**src/rtl/mix_columns_engine.sv**
```systemverilog
// -----------------------------------------------------------------------------
// mix_columns_engine
//
// Applies AES MixColumns (or InvMixColumns) to a 128-bit state. The state is
// captured into an internal register and transformed in place, LANES columns
// per cycle. The result is then held until the consumer takes it.
//
// Parameters
//   LANES   columns processed per cycle (1, 2 or 4)
//   INV_EN  1 = inverse transform available, 0 = in_inv ignored (forward only)
//
// Ports
//   clk        clock, rising edge
//   rst_n      asynchronous active-low reset
//   in_valid   input state offered
//   in_ready   engine idle and able to accept a state
//   in_state   AES state, column c = [127-32c -: 32], row r = [127-32c-8r -: 8]
//   in_inv     0 = MixColumns, 1 = InvMixColumns (sampled with in_state)
//   out_valid  result held valid
//   out_ready  consumer accepts the result
//   out_state  transformed state, same layout as in_state
//   busy       operation in progress or result waiting
//
// state | meaning
// ------+-----------------------------------------------------------
// IDLE  | waiting for an input transfer
// BUSY  | transforming one column group per cycle
// DONE  | result presented, waiting for out_ready
// -----------------------------------------------------------------------------
module mix_columns_engine #(
    parameter int LANES  = 1,
    parameter int INV_EN = 1
) (
    input  logic         clk,
    input  logic         rst_n,
    input  logic         in_valid,
    output logic         in_ready,
    input  logic [127:0] in_state,
    input  logic         in_inv,
    output logic         out_valid,
    input  logic         out_ready,
    output logic [127:0] out_state,
    output logic         busy
);

    generate
        if (!(LANES == 1 || LANES == 2 || LANES == 4)) begin : g_bad_lanes
            $error("mix_columns_engine: LANES must be 1, 2 or 4");
        end
    endgenerate

    localparam int GROUPS = 4 / LANES;
    localparam int CW     = (GROUPS > 1) ? $clog2(GROUPS) : 1;
    localparam logic [CW-1:0] LAST_GRP = CW'(GROUPS - 1);

    typedef enum logic [1:0] {
        IDLE = 2'd0,
        BUSY = 2'd1,
        DONE = 2'd2
    } state_t;

    state_t        state, state_nxt;
    logic [CW-1:0] grp;
    logic [127:0]  st_q;
    logic [127:0]  st_nxt;
    logic          inv_q;
    logic          last_grp;

    function automatic logic [7:0] xtime(input logic [7:0] b);
        return {b[6:0], 1'b0} ^ (b[7] ? 8'h1b : 8'h00);
    endfunction

    // Row r uses coefficient c0 on byte r, c1 on r+1, c2 on r+2, c3 on r+3
    // (indices mod 4); both matrices are circulant so this covers all rows.
    function automatic logic [31:0] mix_col(input logic [31:0] col, input logic inv);
        logic [7:0]  b  [4];
        logic [7:0]  x2 [4];
        logic [7:0]  x4 [4];
        logic [7:0]  x8 [4];
        logic [31:0] res;
        res = '0;
        for (int r = 0; r < 4; r++) begin
            b[r]  = col[31-8*r -: 8];
            x2[r] = xtime(b[r]);
            x4[r] = xtime(x2[r]);
            x8[r] = xtime(x4[r]);
        end
        for (int r = 0; r < 4; r++) begin
            if (inv) begin
                res[31-8*r -: 8] = (x8[r]         ^ x4[r]         ^ x2[r])           // 0e
                                 ^ (x8[(r+1)%4]   ^ x2[(r+1)%4]   ^ b[(r+1)%4])      // 0b
                                 ^ (x8[(r+2)%4]   ^ x4[(r+2)%4]   ^ b[(r+2)%4])      // 0d
                                 ^ (x8[(r+3)%4]   ^ b[(r+3)%4]);                     // 09
            end else begin
                res[31-8*r -: 8] = x2[r]
                                 ^ (x2[(r+1)%4] ^ b[(r+1)%4])
                                 ^ b[(r+2)%4]
                                 ^ b[(r+3)%4];
            end
        end
        return res;
    endfunction

    assign last_grp = (grp == LAST_GRP);

    // In-place update of the current column group.
    always_comb begin
        st_nxt = st_q;
        for (int l = 0; l < LANES; l++) begin
            st_nxt[127 - 32*(int'(grp)*LANES + l) -: 32] =
                mix_col(st_q[127 - 32*(int'(grp)*LANES + l) -: 32], inv_q);
        end
    end

    always_ff @(posedge clk or negedge rst_n) begin
        if (!rst_n) begin
            state <= IDLE;
        end else begin
            state <= state_nxt;
        end
    end

    always_comb begin
        state_nxt = state;
        case (state)
            IDLE:    if (in_valid)  state_nxt = BUSY;
            BUSY:    if (last_grp)  state_nxt = DONE;
            DONE:    if (out_ready) state_nxt = IDLE;
            default:                state_nxt = IDLE;
        endcase
    end

    always_ff @(posedge clk or negedge rst_n) begin
        if (!rst_n) begin
            st_q  <= '0;
            grp   <= '0;
            inv_q <= 1'b0;
        end else if (state == IDLE && in_valid) begin
            st_q  <= in_state;
            inv_q <= (INV_EN != 0) ? in_inv : 1'b0;
            grp   <= '0;
        end else if (state == BUSY) begin
            st_q <= st_nxt;
            grp  <= last_grp ? '0 : grp + CW'(1);
        end
    end

    assign in_ready  = (state == IDLE);
    assign out_valid = (state == DONE);
    assign busy      = (state == BUSY) || (state == DONE);
    assign out_state = st_q;

endmodule

```
**config.mk**
```make
export PLATFORM = sky130hd
export DESIGN_NAME = mix_columns_engine
export DESIGN_NICKNAME = d
export VERILOG_FILES = /design/src/rtl/mix_columns_engine.sv
export SDC_FILE = /design/constraint.sdc
export NUM_CORES = 1
export LEC_CHECK = 0
export ABC_AREA = 1
export BUFFER_PORTS_ARGS = -buffer_cell sky130_fd_sc_hd__buf_2
export CAP_MARGIN = 10
export CORE_MARGIN = 2
export CORE_UTILIZATION = 30
export CTS_BUF_LIST = sky130_fd_sc_hd__clkbuf_8
export CTS_CLUSTER_SIZE = 30
export DETAILED_ROUTE_END_ITERATION = 12
export PLACE_DENSITY_LB_ADDON = 0.3
export SETUP_SLACK_MARGIN = 0.2
export SLEW_MARGIN = 20
export SYNTH_ARGS = -nofsm -noshare
export SYNTH_HDL_FRONTEND = slang
export SYNTH_SLANG_ARGS = --single-unit
```
**constraint.sdc**
```tcl
create_clock -name clk -period 4.6 [get_ports clk]
set_input_delay 0.69 -clock clk [delete_from_list [all_inputs] [get_ports clk]]
set_output_delay 0.69 -clock clk [all_outputs]
set_load 0.05 [all_outputs]
```
==> flow_metrics.env <==
export IMPL_status="complete, no violations"
export IMPL_tritoncts="yes"
export IMPL_fin_skew_ns=0.0227
export IMPL_syn_area_per_cell_um2=6.47
export IMPL_yosys_warnings=0
export IMPL_setup_violations_final=0
export IMPL_vias=14900
export IMPL_post_layout_nonfiller_instances=2863
export IMPL_clk_pin_slew_worst_paths_ns=0.08
export IMPL_drv_cap=0
export IMPL_die_w_um=214
export IMPL_maxSlewHeadroom_pct=24.7
export IMPL_fin_util_pct=35.9
export IMPL_path_max_fanout=28
export IMPL_tightest_slew_ns=1.13
export IMPL_slowest_stage="inv_2"
export IMPL_io_buffers=263
export IMPL_slew_violations=0
export IMPL_clock_sinks=133
export IMPL_layout_min_cycle_time_ns=3.66
export IMPL_postCtsHoldBufs=0
export IMPL_cp_end_kind="register"
export IMPL_syn_area_mm2=0.0132
export IMPL_gp_congestion=0.999
export IMPL_dieArea_mm2=0.0457
export IMPL_die_y_um=214
export IMPL_top_level_ports=264
export IMPL_antenna_found_initial=1
export IMPL_clock_path_buffers=2
export IMPL_synth_seq_cells=133
export IMPL_wl_per_cell_um=21.1
export IMPL_grt_setup_unrepaired="false"
export IMPL_area_delta_synth_final_pct=17.8
export IMPL_cpPeakStageDelay_ns=0.46
export IMPL_max_freq_mhz=273
export IMPL_drt_initial_drc_count=1511
export IMPL_grtUsageTotal_pct=26.2
export IMPL_routed_wl_um=60400
export IMPL_fin_tns_setup_ns=0
export IMPL_hold_class="input port to async pin"
export IMPL_drc=0
export IMPL_drive_gt1_share_pct=21.0
export IMPL_layout_commonest_cell="nand2_1"
export IMPL_core_mm2=0.0433
export IMPL_path_cells="inv_2 > buf_4 > nand3_1 > nand2_2 > inv_1 > nand2_1 > nand2_2 > nand2_1 > nand2_1 > nand2_1 > nand2_1 > xnor2_1 > inv_1 > nand2_1 > nand3_1 > nand2_1 > inv_2 > nand3_1 > nand3_1"
export IMPL_grt_overflow_total=0
export IMPL_dp_cells=2830
export IMPL_diodes=0
export IMPL_arrival_ns=4.04
export IMPL_clk_latency_ns=0.50
export IMPL_nNetsFinal=2405
export IMPL_cp_start_kind="register"
export IMPL_post_cts_buffers=0
export IMPL_syn_nets=2182
export IMPL_htree_levels=4
export IMPL_ys_types=44
export IMPL_grt_pass1_wl_um=88300
export IMPL_final_cell_mix="875 x nand2_1, 273 x nand3_1, 262 x buf_2"
export IMPL_cp_num_buf_inv=5
export IMPL_grt_pass1_vias=13900
export IMPL_cp_required_ns=4.98
export IMPL_cpLargestDelayFamily="simple AND/OR/NAND/NOR gates"
export IMPL_rows=76
export IMPL_cp_common_cell="nand2_1"
export IMPL_detailed_place_hpwl_um=46700
export IMPL_cts_buffers=17
export IMPL_start_util_pct=30.5
export IMPL_yosysSeqAreaShare_pct=25.2
export IMPL_drtPass1Iterations=6
export IMPL_path_class="register to register"
export IMPL_synthCells=2042
export IMPL_viasPerCell=5.20
export IMPL_cts_root_buf="clkbuf_8"
export IMPL_hold_violations=0
export IMPL_cts_resized=0
export IMPL_ant_nets=0
export IMPL_fin_crit_sh_pct=79.6
export IMPL_grt_max_degree=128
==> final timing paths <==
| kind | start | endpoint | slack [ns] | cells after the start |
|---|---|---|---|---|
| min in group clk | in_state[94] | out_state[94] | 0.40 | 3 |
| min reg2reg | out_state[91] | out_state[91] | 0.53 | 2 |
| min | rst_n | state[0] | 0.25 | 1 |
| max | grp[1] | out_state[36] | 0.94 | 19 |
| max in group asynchronous | rst_n | out_state[116] | 3.35 | 2 |
| max reg2reg | grp[1] | out_state[36] | 0.94 | 19 |
==> flip-flops by register name, summed over array words and instances, names as in the netlist <==
name and count:
out_state 128, inv_q 1, grp 2, state 2
==> layer usage <==
layer	vias up	part of all wire (%)	track usage, %
li1	6926	-	-
met1	7066	44	36.7
met2	787	44	40.5
met3	110	8.4	4.22
met4	0	3.7	9.79
met5	-	0	0
==> area by class of cell <==
cell class / count / area, um2
Timing Repair Buffer: 290 / 1570
Inverter: 137 / 524
Fill cell: 4695 / 27700
Sequential cell: 133 / 3330
Tap cell: 585 / 732
Multi-Input combinational cell: 1686 / 8920
Clock inverter: 15 / 238
Clock buffer: 17 / 234
==> metrics by stage <==
stage / instance area [um2] / hold slack, ns / worst slack (ns)
finish: 15600 / 0.246 / 0.938
global route: 15600 / 0.306 / 0.679
CTS: 15500 / 0.247 / 0.971
detailed placement: 15100 / 0.514 / 1.01
global placement: 15100 / 0.504 / 1.02
floorplan: 13200 / 0.394 / 1.95
==> cells by family after synthesis <==
family / count (synthesis) / synth area share, %
AND/OR/NAND/NOR: 1397 / 47.2
buffers and inverters: 223 / 7.49
XOR/XNOR: 220 / 16.6
flip-flops: 133 / 25.2
AO/OA/AOI/OAI: 62 / 2.85
adder cells (fa/ha/maj): 7 / 0.663
==> cells in the mapped netlist <==
master / number / area, um2
nand2_2: 66 / 413
o211ai_2: 2 / 25.0
or2_0: 1 / 6.26
nand2b_1: 1 / 6.26
ha_1: 7 / 87.6
nand3_1: 273 / 1370
buf_2: 14 / 70.1
xor2_4: 2 / 55.1
nor3_1: 4 / 20.0
buf_8: 1 / 15.0
nand4_1: 73 / 457
a21o_1: 5 / 37.5
o21ai_1: 2 / 10.0
o21ai_2: 2 / 17.5
xor2_1: 133 / 1160
xnor2_4: 4 / 110
buf_1: 3 / 11.3
or2_2: 10 / 62.6
nand2_1: 875 / 3280
nand2_4: 12 / 135
xnor2_1: 60 / 526
clkbuf_1: 48 / 180
a31oi_1: 2 / 12.5
xor2_2: 9 / 146
and2_1: 2 / 12.5
nand3b_1: 7 / 52.6
o211ai_1: 9 / 67.6
inv_2: 11 / 41.3
inv_1: 123 / 462
or2_1: 3 / 18.8
xnor2_2: 12 / 195
a211oi_1: 1 / 7.51
nand3_2: 17 / 170
buf_6: 11 / 124
nor2_2: 3 / 18.8
a21oi_1: 29 / 145
o21ai_0: 9 / 45.0
buf_4: 9 / 67.6
nand2_8: 1 / 20.0
dfrtp_1: 133 / 3330
nor2_1: 49 / 184
clkinv_1: 2 / 7.51
o221ai_1: 1 / 8.76
inv_8: 1 / 11.3
Power is left out: the tool's default activity adds up to more than one toggle a clock period on the data nets, which glitch-free logic cannot reach.
